--- src/rtl/popcnt_frame_acc.sv ---
`default_nettype none
// ============================================================================
//  Module   : popcnt_frame_acc
//  Purpose  : Counts the set bits of each input word in a registered stage,
//             then sums the counts over a last-framed stream. Emits one
//             saturating {sum, beats, ovf} result per frame over valid/ready.
//  Revision : 1.0 - initial release
// ============================================================================
module popcnt_frame_acc #(
   parameter int DATA_W = 128,
   parameter int ACC_W  = 24,
   parameter int BEAT_W = 16
) (
   input  logic              clk_i,
   input  logic              rst_ni,
   input  logic              in_valid_i,
   output logic              in_ready_o,
   input  logic [DATA_W-1:0] in_data_i,
   input  logic              in_last_i,
   output logic              out_valid_o,
   input  logic              out_ready_i,
   output logic [ACC_W-1:0]  out_sum_o,
   output logic [BEAT_W-1:0] out_beats_o,
   output logic              out_ovf_o
);

   localparam int c_NPART = DATA_W / 16;
   localparam int c_CNT_W = $clog2(DATA_W) + 1;
   localparam int c_SUM_W = ACC_W + 1;

   logic [c_NPART*5-1:0] w_part;
   logic [c_NPART*5-1:0] r_s1_part;
   logic                 r_s1_valid;
   logic                 r_s1_last;

   logic [ACC_W-1:0]     r_acc;
   logic [BEAT_W-1:0]    r_beats;
   logic                 r_ovf;

   logic                 r_out_valid;
   logic [ACC_W-1:0]     r_out_sum;
   logic [BEAT_W-1:0]    r_out_beats;
   logic                 r_out_ovf;

   logic                 w_adv;
   logic                 w_accept;
   logic                 w_step;
   logic [c_CNT_W-1:0]   w_cnt;
   logic [c_SUM_W-1:0]   w_sum_wide;
   logic [BEAT_W:0]      w_beats_wide;
   logic [ACC_W-1:0]     w_sum_nxt;
   logic [BEAT_W-1:0]    w_beats_nxt;
   logic                 w_ovf_nxt;

   // Only a last beat waiting behind an unconsumed result stalls the pipe.
   assign w_adv    = !(r_s1_valid && r_s1_last && r_out_valid && !out_ready_i);
   assign w_accept = in_valid_i && w_adv;
   assign w_step   = r_s1_valid && w_adv;

   assign in_ready_o  = w_adv;
   assign out_valid_o = r_out_valid;
   assign out_sum_o   = r_out_sum;
   assign out_beats_o = r_out_beats;
   assign out_ovf_o   = r_out_ovf;

   // One 16-bit popcount slice per partial, registered in stage 1.
   for (genvar g = 0; g < c_NPART; g++) begin : g_part
      logic [4:0] w_pc;
      // Count the set bits of this 16-bit slice.
      always_comb begin
         w_pc = '0;
         for (int b = 0; b < 16; b++) begin
            w_pc = w_pc + 5'(in_data_i[g*16+b]);
         end
      end
      assign w_part[g*5 +: 5] = w_pc;
   end

   // Reduce the stage-1 partials to a word count and form saturating updates.
   always_comb begin
      w_cnt = '0;
      for (int i = 0; i < c_NPART; i++) begin
         w_cnt = w_cnt + c_CNT_W'(r_s1_part[i*5 +: 5]);
      end
      w_sum_wide   = c_SUM_W'(r_acc) + c_SUM_W'(w_cnt);
      w_beats_wide = {1'b0, r_beats} + {{BEAT_W{1'b0}}, 1'b1};
      w_sum_nxt    = w_sum_wide[ACC_W] ? {ACC_W{1'b1}} : w_sum_wide[ACC_W-1:0];
      w_beats_nxt  = w_beats_wide[BEAT_W] ? {BEAT_W{1'b1}} : w_beats_wide[BEAT_W-1:0];
      w_ovf_nxt    = r_ovf | w_sum_wide[ACC_W] | w_beats_wide[BEAT_W];
   end

   // Stage 1: capture partial counts on accept; hold everything while stalled.
   always_ff @(posedge clk_i or negedge rst_ni) begin
      if (!rst_ni) begin
         r_s1_valid <= 1'b0;
         r_s1_last  <= 1'b0;
         r_s1_part  <= '0;
      end else if (w_adv) begin
         r_s1_valid <= w_accept;
         if (w_accept) begin
            r_s1_part <= w_part;
            r_s1_last <= in_last_i;
         end
      end
   end

   // Stage 2: accumulate over the frame and publish the result on the last beat.
   always_ff @(posedge clk_i or negedge rst_ni) begin
      if (!rst_ni) begin
         r_acc       <= '0;
         r_beats     <= '0;
         r_ovf       <= 1'b0;
         r_out_valid <= 1'b0;
         r_out_sum   <= '0;
         r_out_beats <= '0;
         r_out_ovf   <= 1'b0;
      end else begin
         if (w_step && r_s1_last) begin
            r_out_sum   <= w_sum_nxt;
            r_out_beats <= w_beats_nxt;
            r_out_ovf   <= w_ovf_nxt;
            r_out_valid <= 1'b1;
            r_acc       <= '0;
            r_beats     <= '0;
            r_ovf       <= 1'b0;
         end else begin
            if (out_ready_i) begin
               r_out_valid <= 1'b0;
            end
            if (w_step) begin
               r_acc   <= w_sum_nxt;
               r_beats <= w_beats_nxt;
               r_ovf   <= w_ovf_nxt;
            end
         end
      end
   end

endmodule
`default_nettype wire

--- config.mk ---
export PLATFORM = sky130hd
export DESIGN_NAME = popcnt_frame_acc
export DESIGN_NICKNAME = d
export VERILOG_FILES = /design/src/rtl/popcnt_frame_acc.sv
export SDC_FILE = /design/constraint.sdc
export NUM_CORES = 1
export LEC_CHECK = 0
export ABC_AREA = 1
export CAP_MARGIN = 20
export CORE_UTILIZATION = 55
export DETAILED_ROUTE_END_ITERATION = 10
export DONT_BUFFER_PORTS = 1
export GPL_ROUTABILITY_DRIVEN = 0
export GPL_TIMING_DRIVEN = 0
export PLACE_DENSITY = 0.73
export SLEW_MARGIN = 20
export SYNTH_ARGS = -nofsm -noshare
export SYNTH_HDL_FRONTEND = slang
export SYNTH_SLANG_ARGS = --single-unit
export TNS_END_PERCENT = 100
--- constraint.sdc ---
create_clock -name clk_i -period 4.76 [get_ports clk_i]
set_clock_uncertainty 0.2 [all_clocks]
set_input_delay 1.19 -clock clk_i [delete_from_list [all_inputs] [get_ports clk_i]]
set_output_delay 1.19 -clock clk_i [all_outputs]
set_load 0.01 [all_outputs]
==> Flow_metrics.wiki, run 1 <==
{| class="wikitable"
! Metric !! Value
|-
| Startpoint-to-endpoint class of the critical path || flop to flop
|-
| Post-layout instance count excluding filler cells || 1,420
|-
| Mean number of vias per cell || 5.14
|-
| Highest Clock Rate || 220 MHz
|-
| Required time reported for the critical path endpoint || 4.88 ns
|-
| Max transition margin || 62.0%
|-
| Mean routed wirelength per cell || 14.6 um
|-
| Post-synthesis compound-gate area fraction || 4.94%
|-
| Pin count of the biggest net entering global routing || 126
|-
| Cell type contributing the most total cell area after synthesis || sky130_fd_sc_hd__dfrtp_1
|-
| Final count of hold timing violations || 0
|-
| Initial antenna violation count || 0
|-
| Outcome || finished, final reports clean
|-
| Vias in the first global route || ~7.6k
|-
| RSZ-0062 raised after global routing || false
|-
| Antenna Nets Post-Route || 0
|-
| Total global routing overflow || 0
|-
| Detailed Route Iter0 Violations || a little over 400
|-
| Synthesis-stage register bit count || 125
|-
| Longest Clk Path Bufs || 2
|-
| Avg Cell Area, Syn || between 8 and 9 um^2
|-
| First-pass DRT Iterations || 5
|-
| Height of the chip || 136 um
|-
| Most common library cell in the layout ignoring fill and taps || sky130_fd_sc_hd__nand2_1
|-
| Area of the die || 18,500 um^2
|-
| Placeable core region || 17,400 um^2
|-
| Layout cell share with drive strength beyond 1 || under 10%
|-
| Portion of netlist area occupied by mux cells || 0%
|-
| Register area share after synthesis || a little under a third
|-
| Largest family of logic cells by synthesized area || adder cells
|-
| Number of buffers created by CTS || 17
|-
| Chip width || roughly 140 um
|-
| DRC violations left || 0
|-
| Placed Area || 10,200 um^2
|-
| Setup crit end kind || flop
|-
| Total wire length after detailed routing || 20.7 mm
|-
| Area delta synth->final || 10.0%
|-
| Synth cell types || 32
|-
| Count of nets after finishing || 1,484
|-
| Clock tree from TritonCTS || built
|-
| Adder-cell share of the synthesized area || 30.1%
|-
| Critical path launch point type || flop
|-
| Parity-gate share of the synthesized area counting xor and xnor cells || between 2 and 2.5%
|-
| Number of primary I/O pins || about 180
|-
| Placed Instances || 1,381
|-
| Total of max-cap violations || 0
|-
| Finished layout cell area || 10,900 um^2
|-
| Number of clock sinks || roughly 130
|-
| Starting Density || 56.7%
|-
| Area contributors post-synth || sky130_fd_sc_hd__dfrtp_1, sky130_fd_sc_hd__fa_1, sky130_fd_sc_hd__nand2_1
|-
| Syn Inst Count || 1,156
|-
| Highest fanout seen on the critical path || 6
|-
| Yosys top cell area share || 31.7%
|-
| Worst EP arrival || 4.67 ns
|-
| Final worst path period need || between 4 and 5 ns
|-
| Final WS setup || between 0.2 and 0.25 ns
|-
| Setup WS pre-CTS || -0.150 ns
|-
| Final clock period utilization by the worst path || about 95%
|-
| Number of max-slew violations in the final report || 0
|-
| Diodes inserted || 0
|-
| Final setup violating endpoints || 0
|-
| Global router's overall resource usage || 24.3%
|-
| Vias || 7,299
|-
| Clock latency at the later pin of the worst-skew pair || 0.43 ns
|-
| Port Buf Inserts || 0
|-
| Simple-gate share of the synthesized area || 20.5%
|-
| Synthesis warning total || 0
|-
| Commonest non-fill, non-tap cells in the layout || sky130_fd_sc_hd__nand2_1, sky130_fd_sc_hd__inv_1, sky130_fd_sc_hd__dfrtp_1
|-
| Global-route wire length before repair || between 30 and 40 mm
|-
| Worst Tran Pin Value || 0.570 ns
|-
| Post-detailed-placement half-perimeter wirelength || 16.4 mm
|-
| Post-synthesis cell area || 9880 um^2
|-
| Nets in the synthesized netlist || 1,458
|-
| Worst min-delay path class || input pin to asynchronous set/reset pin
|-
| Floorplan row count || 48
|-
| Reg clk slew, reported paths || approximately 0.060 ns
|-
| Root buffer cell || sky130_fd_sc_hd__clkbuf_16
|-
| Number of H-tree levels || 4
|-
| Utilization after layout || 62.4%
|}
==> area by class of cell <==
type | count | area, um^2
repair buffers | 7 | 85.1
well taps | 225 | 282
clock buffers | 18 | 439
multi-input cells | 764 | 5740
inverters | 243 | 912
fillers | 1502 | 6550
clock inverters | 14 | 156
plain buffers | 24 | 121
flip-flops and latches | 125 | 3130
==> through the flow <==
stage	TNS (ns)	hold WS [ns]
after global routing	0	0.228
after detailed placement	-1.89	0.264
after global placement	-1.37	0.253
after CTS	0	0.235
after floorplan	0	0.240
final	0	0.259
==> final timing paths <==
check / from / end / slack (ns) / cells after the start
max in group asynchronous: rst_ni / r_acc[8] / 3.88 / 0
min in group clk_i: r_ovf / r_ovf / 0.27 / 2
worst min-delay path: rst_ni / out_sum_o[8] / 0.26 / 0
worst min register to register: r_ovf / r_ovf / 0.27 / 2
worst max register to register: r_s1_part[2] / out_sum_o[23] / 0.22 / 20
worst max-delay path: r_s1_part[2] / out_sum_o[23] / 0.22 / 20
==> cells in the mapped netlist <==
| library cell | number |
|---|---|
| sky130_fd_sc_hd__o21ai_1 | 4 |
| sky130_fd_sc_hd__a21oi_4 | 1 |
| sky130_fd_sc_hd__inv_2 | 1 |
| sky130_fd_sc_hd__clkbuf_1 | 12 |
| sky130_fd_sc_hd__or2_1 | 1 |
| sky130_fd_sc_hd__buf_2 | 10 |
| sky130_fd_sc_hd__nor2_1 | 50 |
| sky130_fd_sc_hd__ha_1 | 55 |
| sky130_fd_sc_hd__o21ai_0 | 65 |
| sky130_fd_sc_hd__nand3_1 | 49 |
| sky130_fd_sc_hd__inv_1 | 241 |
| sky130_fd_sc_hd__nand2_2 | 3 |
| sky130_fd_sc_hd__or2_0 | 2 |
| sky130_fd_sc_hd__nor3_2 | 1 |
| sky130_fd_sc_hd__nand2_1 | 331 |
| sky130_fd_sc_hd__and2_1 | 1 |
| sky130_fd_sc_hd__nand4_1 | 10 |
| sky130_fd_sc_hd__buf_6 | 2 |
| sky130_fd_sc_hd__xor2_1 | 20 |
| sky130_fd_sc_hd__nor2_4 | 1 |
| sky130_fd_sc_hd__clkinv_1 | 1 |
| sky130_fd_sc_hd__dfrtp_1 | 125 |
| sky130_fd_sc_hd__fa_1 | 114 |
| sky130_fd_sc_hd__nand3_2 | 12 |
| sky130_fd_sc_hd__o22ai_1 | 5 |
| sky130_fd_sc_hd__nor3_4 | 1 |
| sky130_fd_sc_hd__nor3_1 | 6 |
| sky130_fd_sc_hd__a21oi_1 | 9 |
| sky130_fd_sc_hd__xnor2_1 | 7 |
| sky130_fd_sc_hd__a31oi_1 | 8 |
| sky130_fd_sc_hd__nor2_2 | 2 |
| sky130_fd_sc_hd__nand3b_1 | 6 |
==> sequential cells by signal, indices dropped and copies added, names as in the netlist <==
register / count
out_sum_o: 24
r_s1_last: 1
r_s1_valid: 1
r_s1_part: 40
out_valid_o: 1
out_ovf_o: 1
out_beats_o: 16
r_acc: 24
r_beats: 16
r_ovf: 1
==> per-layer routing <==
layer | global-route usage, % | share of wire, % | vias up
met3 | 6.08 | 5.3 | 42
li1 | - | - | 3551
met4 | 8.95 | 2.6 | 0
met2 | 42.2 | 51 | 202
met5 | 0 | 0 | -
met1 | 28.9 | 41 | 3504
==> worst max-delay path: stages, from the launching register on <==
cell and delay, ns:
sky130_fd_sc_hd__dfrtp_1 0.34, sky130_fd_sc_hd__inv_1 0.06, sky130_fd_sc_hd__fa_1 0.52, sky130_fd_sc_hd__inv_1 0.05, sky130_fd_sc_hd__fa_1 0.49, sky130_fd_sc_hd__fa_1 0.55, sky130_fd_sc_hd__inv_1 0.06, sky130_fd_sc_hd__fa_1 0.52
sky130_fd_sc_hd__inv_1 0.04, sky130_fd_sc_hd__ha_2 0.20, sky130_fd_sc_hd__fa_2 0.38, sky130_fd_sc_hd__nand3_2 0.10, sky130_fd_sc_hd__nand3_4 0.08, sky130_fd_sc_hd__nand2_2 0.07, sky130_fd_sc_hd__nand2_2 0.08, sky130_fd_sc_hd__a21oi_4 0.18
sky130_fd_sc_hd__buf_12 0.14, sky130_fd_sc_hd__buf_4 0.12, sky130_fd_sc_hd__nand3_1 0.10, sky130_fd_sc_hd__nand2_1 0.08, sky130_fd_sc_hd__nand2_1 0.05
==> repair_timing <==
| action | 4_1_cts | 5_1_grt |
|---|---|---|
| resized for setup | 4 | 4 |
| pin swaps | 2 | 1 |
| hold buffers | 0 | 0 |
| buffers inserted | 4 | 2 |
| setup endpoints to repair | 26 | 36 |
| cloned | 1 | 0 |
==> logic make-up after synthesis <==
kind of cell	Yosys count
AO/OA/AOI/OAI	92
XOR/XNOR	27
adder cells (fa/ha/maj)	169
buffers and inverters	267
flip-flops	125
AND/OR/NAND/NOR	476
Power of run 1 is not shown: default switching activity piles up to over one toggle a cycle in this logic, so the estimate is an artifact.
==> run 2, diff against run 1 <==
Settings changed: CAP_MARGIN 20 to unset, CORE_MARGIN set to 2.
==> run 2 against run 1 <==
Effect of this change: cell count rose by 0.14%; maximum frequency fell by 0.44%; final area down 0.92%; utilization down 1.8 points; wire length is 0.11% higher; die area rose by 3.0%; register-to-register slack worse by 0.02 ns; clock-buffer cell count increased by 2; critical path depth shrank 1; worst hold slack lost 0.0024 ns; setup slack worse by 0.020 ns; sequential share of layout area rose by 0.27 points.
==> Flow_metrics.wiki, run 2 (same netlist as run 1, synthesis figures left out) <==
{| class="wikitable"
! Metric !! Value
|-
| Global router's overall resource usage || 22.9% (was 24.3%)
|-
| Number of buffers created by CTS || 17 (unchanged)
|-
| Required time reported for the critical path endpoint || 4.88 ns (about the same)
|-
| Mean routed wirelength per cell || 14.6 um (about the same)
|-
| Reg clk slew, reported paths || 0.06 ns (about the same)
|-
| Initial antenna violation count || 0 (unchanged)
|-
| Highest Clock Rate || 219 MHz (was 220 MHz)
|-
| Utilization after layout || 60.6% (was 62.4%)
|-
| Outcome || finished, final reports clean (unchanged)
|-
| Number of max-slew violations in the final report || 0 (unchanged)
|-
| Setup slack, reg-to-reg || 0.20 ns (was 0.22 ns)
|-
| Series of cell instances along the critical path || inv_1 > fa_1 > inv_1 > fa_1 > fa_1 > inv_1 > fa_1 > inv_1 > ha_2 > fa_2 > nand3_1 > nand3_2 > nand2_1 > nand2_2 > a21oi_4 > buf_4 > nand3_1 > nand2_1 > nand2_1 (was inv_1 > fa_1 > inv_1 > fa_1 > fa_1 > inv_1 > fa_1 > inv_1 > ha_2 > fa_2 > nand3_2 > nand3_4 > nand2_2 > nand2_2 > a21oi_4 > buf_12 > buf_4 > nand3_1 > nand2_1 > nand2_1)
|-
| Diodes inserted || 0 (unchanged)
|-
| Total global routing overflow || 0 (unchanged)
|-
| Critical path launch point type || flop (unchanged)
|-
| Area delta synth->final || 8.99% (was 10.0%)
|-
| Worst min-delay path class || input pin to asynchronous set/reset pin (unchanged)
|-
| Post-detailed-placement half-perimeter wirelength || 16.5 mm (was 16.4 mm)
|-
| Vias || 7,241 (was 7,299)
|-
| Floorplan row count || 49 (was 48)
|-
| Worst EP arrival || 4.68 ns (was 4.67 ns)
|-
| Final total negative setup slack || 0 ns (unchanged)
|-
| Worst reg2reg path endpoint || out_sum_o[22] (was out_sum_o[23])
|-
| Count of filler cells inserted in the layout || 1,577 (was 1,502)
|-
| Worst Tran Pin Value || 0.578 ns (was 0.570 ns)
|-
| Height of the chip || 138 um (was 136 um)
|-
| Starting Density || 55.6% (was 56.7%)
|-
| Number of primary I/O pins || 176 (unchanged)
|-
| Port Buf Inserts || 0 (unchanged)
|-
| Final setup violating endpoints || 0 (unchanged)
|-
| Global-route wire length before repair || 35.3 mm (was 34.5 mm)
|-
| Area of combinational cells with multiple inputs || 5730 um^2 (was 5740 um^2)
|-
| Count of nets after finishing || 1,482 (was 1,484)
|-
| Total of max-cap violations || 0 (unchanged)
|-
| Flip-flop and latch area || 3130 um^2 (unchanged)
|-
| Total wire length after detailed routing || 20.7 mm (about the same)
|-
| Layout cell share with drive strength beyond 1 || 6.20% (was 6.53%)
|-
| Flip-flop count of the largest register after layout || 40 (unchanged)
|-
| First-pass DRT Iterations || 5 (unchanged)
|-
| Number of clock sinks || 125 (unchanged)
|-
| Startpoint-to-endpoint class of the critical path || flop to flop (unchanged)
|-
| Final count of hold timing violations || 0 (unchanged)
|-
| Reg2Reg Depth || 19 (was 20)
|-
| Chip width || 138 um (was 136 um)
|-
| Clock tree from TritonCTS || built (unchanged)
|-
| Most common library cell in the layout ignoring fill and taps || sky130_fd_sc_hd__nand2_1 (unchanged)
|-
| Vias in the first global route || 7,521 (was 7,553)
|-
| Antenna Nets Post-Route || 0 (unchanged)
|-
| Commonest non-fill, non-tap cells in the layout || sky130_fd_sc_hd__nand2_1, sky130_fd_sc_hd__inv_1, sky130_fd_sc_hd__dfrtp_1 (unchanged)
|-
| Setup crit end kind || flop (unchanged)
|-
| Largest register by flop count || r_s1_part (unchanged)
|-
| Max transition margin || 61.5% (was 62.0%)
|-
| Worst reg2reg path startpoint || r_s1_part[2] (unchanged)
|-
| Longest Clk Path Bufs || 2 (unchanged)
|-
| Clock latency at the later pin of the worst-skew pair || 0.43 ns (about the same)
|-
| Detailed Route Iter0 Violations || 377 (was 415)
|-
| Root buffer cell || sky130_fd_sc_hd__clkbuf_16 (unchanged)
|-
| Placeable core region || 17,800 um^2 (was 17,400 um^2)
|-
| Largest incremental delay on the critical path || 0.55 ns (about the same)
|-
| Area of the die || 19,100 um^2 (was 18,500 um^2)
|-
| Number of H-tree levels || 4 (unchanged)
|-
| Mean number of vias per cell || 5.09 (was 5.14)
|-
| Highest fanout seen on the critical path || 5 (was 6)
|-
| Cell type of the slowest stage on the worst timing path || sky130_fd_sc_hd__fa_1 (unchanged)
|-
| DRC violations left || 0 (unchanged)
|-
| Pin count of the biggest net entering global routing || 126 (unchanged)
|-
| Final clock period utilization by the worst path || 95.9% (was 95.4%)
|-
| Final worst path period need || 4.56 ns (was 4.54 ns)
|}
[run 2: cell count changes in the layout (fill, tap and decap cells not counted), sizes merged]
cell      delta
bufinv       -2
clkinv       +2
inv          -5
clkbuf       +2
clkinvlp     +3
buf          -2
[run 2: how the worst max path moves through the flow]
stage	from	end
after floorplan	r_s1_part[2]	out_sum_o[10]
after global placement	r_s1_part[2]	out_sum_o[10]
after detailed placement	r_s1_part[2]	r_acc[10]
after CTS	r_s1_part[2]	out_sum_o[22]
after global routing	r_s1_part[2]	r_acc[5]
final	r_s1_part[2]	out_sum_o[22]
[run 2: timing repair]
| action | 4_1_cts | 5_1_grt |
|---|---|---|
| gates resized for setup | 1 | 2 |
| pin swaps | 2 | 2 |
| gates cloned | 0 | 0 |
| buffers inserted | 4 | 1 |
| hold buffers | 0 | 0 |
| setup endpoints to repair | 36 | 38 |
| endpoints found under the hold margin | 0 | 0 |
[run 2: stage by stage]
stage	area, um^2	setup WS (ns)	hold WS (ns)	cells
floorplan	9880	0.312	0.240	1156
global placement	10200	-0.158	0.253	1385
detailed placement	10200	-0.202	0.262	1385
CTS	10800	0.0602	0.244	1421
global route	10800	-0.00652	0.242	1422
finish	10800	0.197	0.256	1422
[run 2: critical path: cells and delay by family (launching register included)]
| family | cells | cell delay, ns |
|---|---|---|
| adder cells (fa/ha/maj) | 6 | 2.69 |
| AND/OR/NAND/NOR | 7 | 0.62 |
| buffers and inverters | 5 | 0.41 |
| flip-flops | 1 | 0.35 |
| AO/OA/AOI/OAI | 1 | 0.19 |
[run 2: cell type report]
type,count,area share [%]
Multi-Input combinational cell,764,53.2
Buffer,24,1.09
Clock buffer,20,4.33
Inverter,243,8.47
Clock inverter,12,0.837
Tap cell,229,2.66
Sequential cell,125,29.0
Timing Repair Buffer,5,0.349
[run 2: metal layers]
layer	track usage, %	up-vias	part of all wire, %
met1	28.5	3477	42
met4	7.63	0	1.9
met5	0	-	0
li1	-	3549	-
met2	39.9	187	51
met3	5.06	28	4.8
Power of run 2 is left out for the same reason.
==> run 3, diff against run 2 <==
Settings changed: CORE_ASPECT_RATIO set to 1.5.
==> run 3 against run 2 <==
Effect of this change: via count up 1.8%; maximum frequency hardly changed; critical endpoint is now out_sum_o[11]; global-route usage grew 0.52 points.
==> Flow_metrics.wiki, run 3 (same netlist as run 1, synthesis figures left out) <==
{| class="wikitable"
! Metric !! Value
|-
| Final clock period utilization by the worst path || 95.8% (was 95.9%)
|-
| Worst EP arrival || 4.67 ns (was 4.68 ns)
|-
| Most common library cell in the layout ignoring fill and taps || sky130_fd_sc_hd__nand2_1 (unchanged)
|-
| Total of max-cap violations || 0 (unchanged)
|-
| Total wire length after detailed routing || 21.2 mm (was 20.7 mm)
|-
| Final count of hold timing violations || 0 (unchanged)
|-
| Highest fanout seen on the critical path || 5 (unchanged)
|-
| Area delta synth->final || 9.51% (was 8.99%)
|-
| Max transition margin || 61.5% (about the same)
|-
| Mean routed wirelength per cell || 15.0 um (was 14.6 um)
|-
| DRC violations left || 0 (unchanged)
|-
| Mean number of vias per cell || 5.23 (was 5.09)
|-
| Reg clk slew, reported paths || 0.06 ns (about the same)
|-
| Starting Density || 55.5% (was 55.6%)
|-
| Total global routing overflow || 0 (unchanged)
|-
| Worst Tran Pin Value || 0.577 ns (was 0.578 ns)
|-
| Required time reported for the critical path endpoint || 4.87 ns (was 4.88 ns)
|-
| Setup crit end kind || flop (unchanged)
|-
| Vias in the first global route || 7,870 (was 7,521)
|-
| Initial antenna violation count || 0 (unchanged)
|-
| Vias || 7,371 (was 7,241)
|-
| Highest Clock Rate || 219 MHz (about the same)
|-
| Detailed Route Iter0 Violations || 360 (was 377)
|-
| Pin count of the biggest net entering global routing || 126 (unchanged)
|-
| Height of the chip || 168 um (was 138 um)
|-
| Number of H-tree levels || 4 (unchanged)
|-
| Longest Clk Path Bufs || 2 (unchanged)
|-
| Global router's overall resource usage || 23.4% (was 22.9%)
|-
| Antenna Nets Post-Route || 0 (unchanged)
|-
| Layout cell share with drive strength beyond 1 || 6.12% (was 6.20%)
|-
| Clock latency at the later pin of the worst-skew pair || 0.42 ns (was 0.43 ns)
|-
| Worst min-delay path class || input pin to asynchronous set/reset pin (unchanged)
|-
| Count of nets after finishing || 1,482 (unchanged)
|-
| Number of buffers created by CTS || 17 (unchanged)
|-
| Clock tree from TritonCTS || built (unchanged)
|-
| Global-route wire length before repair || 35.6 mm (was 35.3 mm)
|-
| Diodes inserted || 0 (unchanged)
|-
| Floorplan row count || 60 (was 49)
|-
| Final worst path period need || 4.56 ns (about the same)
|-
| Port Buf Inserts || 0 (unchanged)
|-
| Finished layout cell area || 10,800 um^2 (about the same)
|-
| Detailed route wirelength on metal2 || 11.9 mm (was 10.6 mm)
|-
| Wl on met1 || 7.57 mm (was 8.73 mm)
|-
| Placed Area || 10,200 um^2 (about the same)
|-
| Highest routed layer || met4 (unchanged)
|-
| Final setup violating endpoints || 0 (unchanged)
|-
| Worst hold margin || 0.263 ns (was 0.256 ns)
|-
| Area of the die || 19,100 um^2 (about the same)
|-
| Met3 wirelength from detailed routing || 841 um (was 987 um)
|-
| Placeable core region || 17,800 um^2 (about the same)
|-
| Critical path launch point type || flop (unchanged)
|-
| Commonest non-fill, non-tap cells in the layout || sky130_fd_sc_hd__nand2_1, sky130_fd_sc_hd__inv_1, sky130_fd_sc_hd__dfrtp_1 (unchanged)
|-
| Number of primary I/O pins || 176 (unchanged)
|-
| Largest register by flop count || r_s1_part (unchanged)
|-
| Startpoint-to-endpoint class of the critical path || flop to flop (unchanged)
|-
| Chip width || 113 um (was 138 um)
|-
| Flip-flop count of the largest register after layout || 40 (unchanged)
|-
| Number of clock sinks || 125 (unchanged)
|-
| Post-detailed-placement half-perimeter wirelength || 17.0 mm (was 16.5 mm)
|-
| Number of max-slew violations in the final report || 0 (unchanged)
|-
| First-pass DRT Iterations || 5 (unchanged)
|-
| Outcome || finished, final reports clean (unchanged)
|-
| Root buffer cell || sky130_fd_sc_hd__clkbuf_16 (unchanged)
|}
[run 3: area by class of cell]
type | count | area, um^2
Buffer | 24 | 121
Clock buffer | 18 | 429
Clock inverter | 14 | 158
Fill cell | 1509 | 6970
Inverter | 243 | 912
Multi-Input combinational cell | 764 | 5730
Sequential cell | 125 | 3130
Tap cell | 217 | 272
Timing Repair Buffer | 5 | 70.1
[run 3: metrics by stage]
stage | worst slack, ns | setup TNS, ns | utilization (%) | instances
2_1_floorplan | 0.312 | 0 | - | 1156
3_3_place_gp | -0.124 | -1.58 | 57.1 | 1373
3_5_place_dp | -0.115 | -1.45 | 57.1 | 1373
4_1_cts | 0.0343 | 0 | 60.7 | 1410
5_1_grt | -0.0142 | -0.0379 | 60.8 | 1410
6_report | 0.198 | 0 | 60.8 | 1410
[run 3: final timing paths]
check	from	end	slack (ns)	cells past startpoint
setup / recovery	r_s1_part[17]	out_sum_o[11]	0.20	18
hold / removal	rst_ni	out_sum_o[16]	0.26	0
setup reg to reg	r_s1_part[17]	out_sum_o[11]	0.20	18
hold reg to reg	r_s1_part[8]	r_s1_part[8]	0.29	2
max in group asynchronous	rst_ni	r_beats[3]	3.94	0
min in group clk_i	r_s1_part[8]	r_s1_part[8]	0.29	2
[run 3: what timing repair did]
| item | in CTS | in global routing |
|---|---|---|
| gates resized for setup | 2 | 4 |
| setup endpoints to repair | 27 | 41 |
| hold buffers | 0 | 0 |
| gates cloned | 1 | 0 |
| pin swaps | 2 | 2 |
| setup buffers | 4 | 0 |
[run 3: routing by layer]
| metal | track usage (%) | vias to the layer above |
|---|---|---|
| met1 | 24.6 | 3588 |
| met2 | 44.7 | 185 |
| met5 | 0 | - |
| li1 | - | 3545 |
| met4 | 11.1 | 0 |
| met3 | 3.82 | 53 |
[run 3: critical path, cell delays in order (launching register included)]
cell	delay, ns
sky130_fd_sc_hd__dfrtp_1	0.42
sky130_fd_sc_hd__fa_1	0.52
sky130_fd_sc_hd__fa_1	0.52
sky130_fd_sc_hd__fa_1	0.54
sky130_fd_sc_hd__inv_1	0.05
sky130_fd_sc_hd__fa_1	0.52
sky130_fd_sc_hd__inv_1	0.04
sky130_fd_sc_hd__ha_2	0.21
sky130_fd_sc_hd__fa_2	0.38
sky130_fd_sc_hd__nand3_1	0.10
sky130_fd_sc_hd__nand3_2	0.08
sky130_fd_sc_hd__nand2_1	0.08
sky130_fd_sc_hd__nand2_2	0.08
sky130_fd_sc_hd__a21oi_4	0.22
sky130_fd_sc_hd__buf_6	0.15
sky130_fd_sc_hd__buf_8	0.12
sky130_fd_sc_hd__nand3_2	0.09
sky130_fd_sc_hd__nand2_1	0.07
sky130_fd_sc_hd__nand2_1	0.05
Power of run 3 is left out for the same reason.
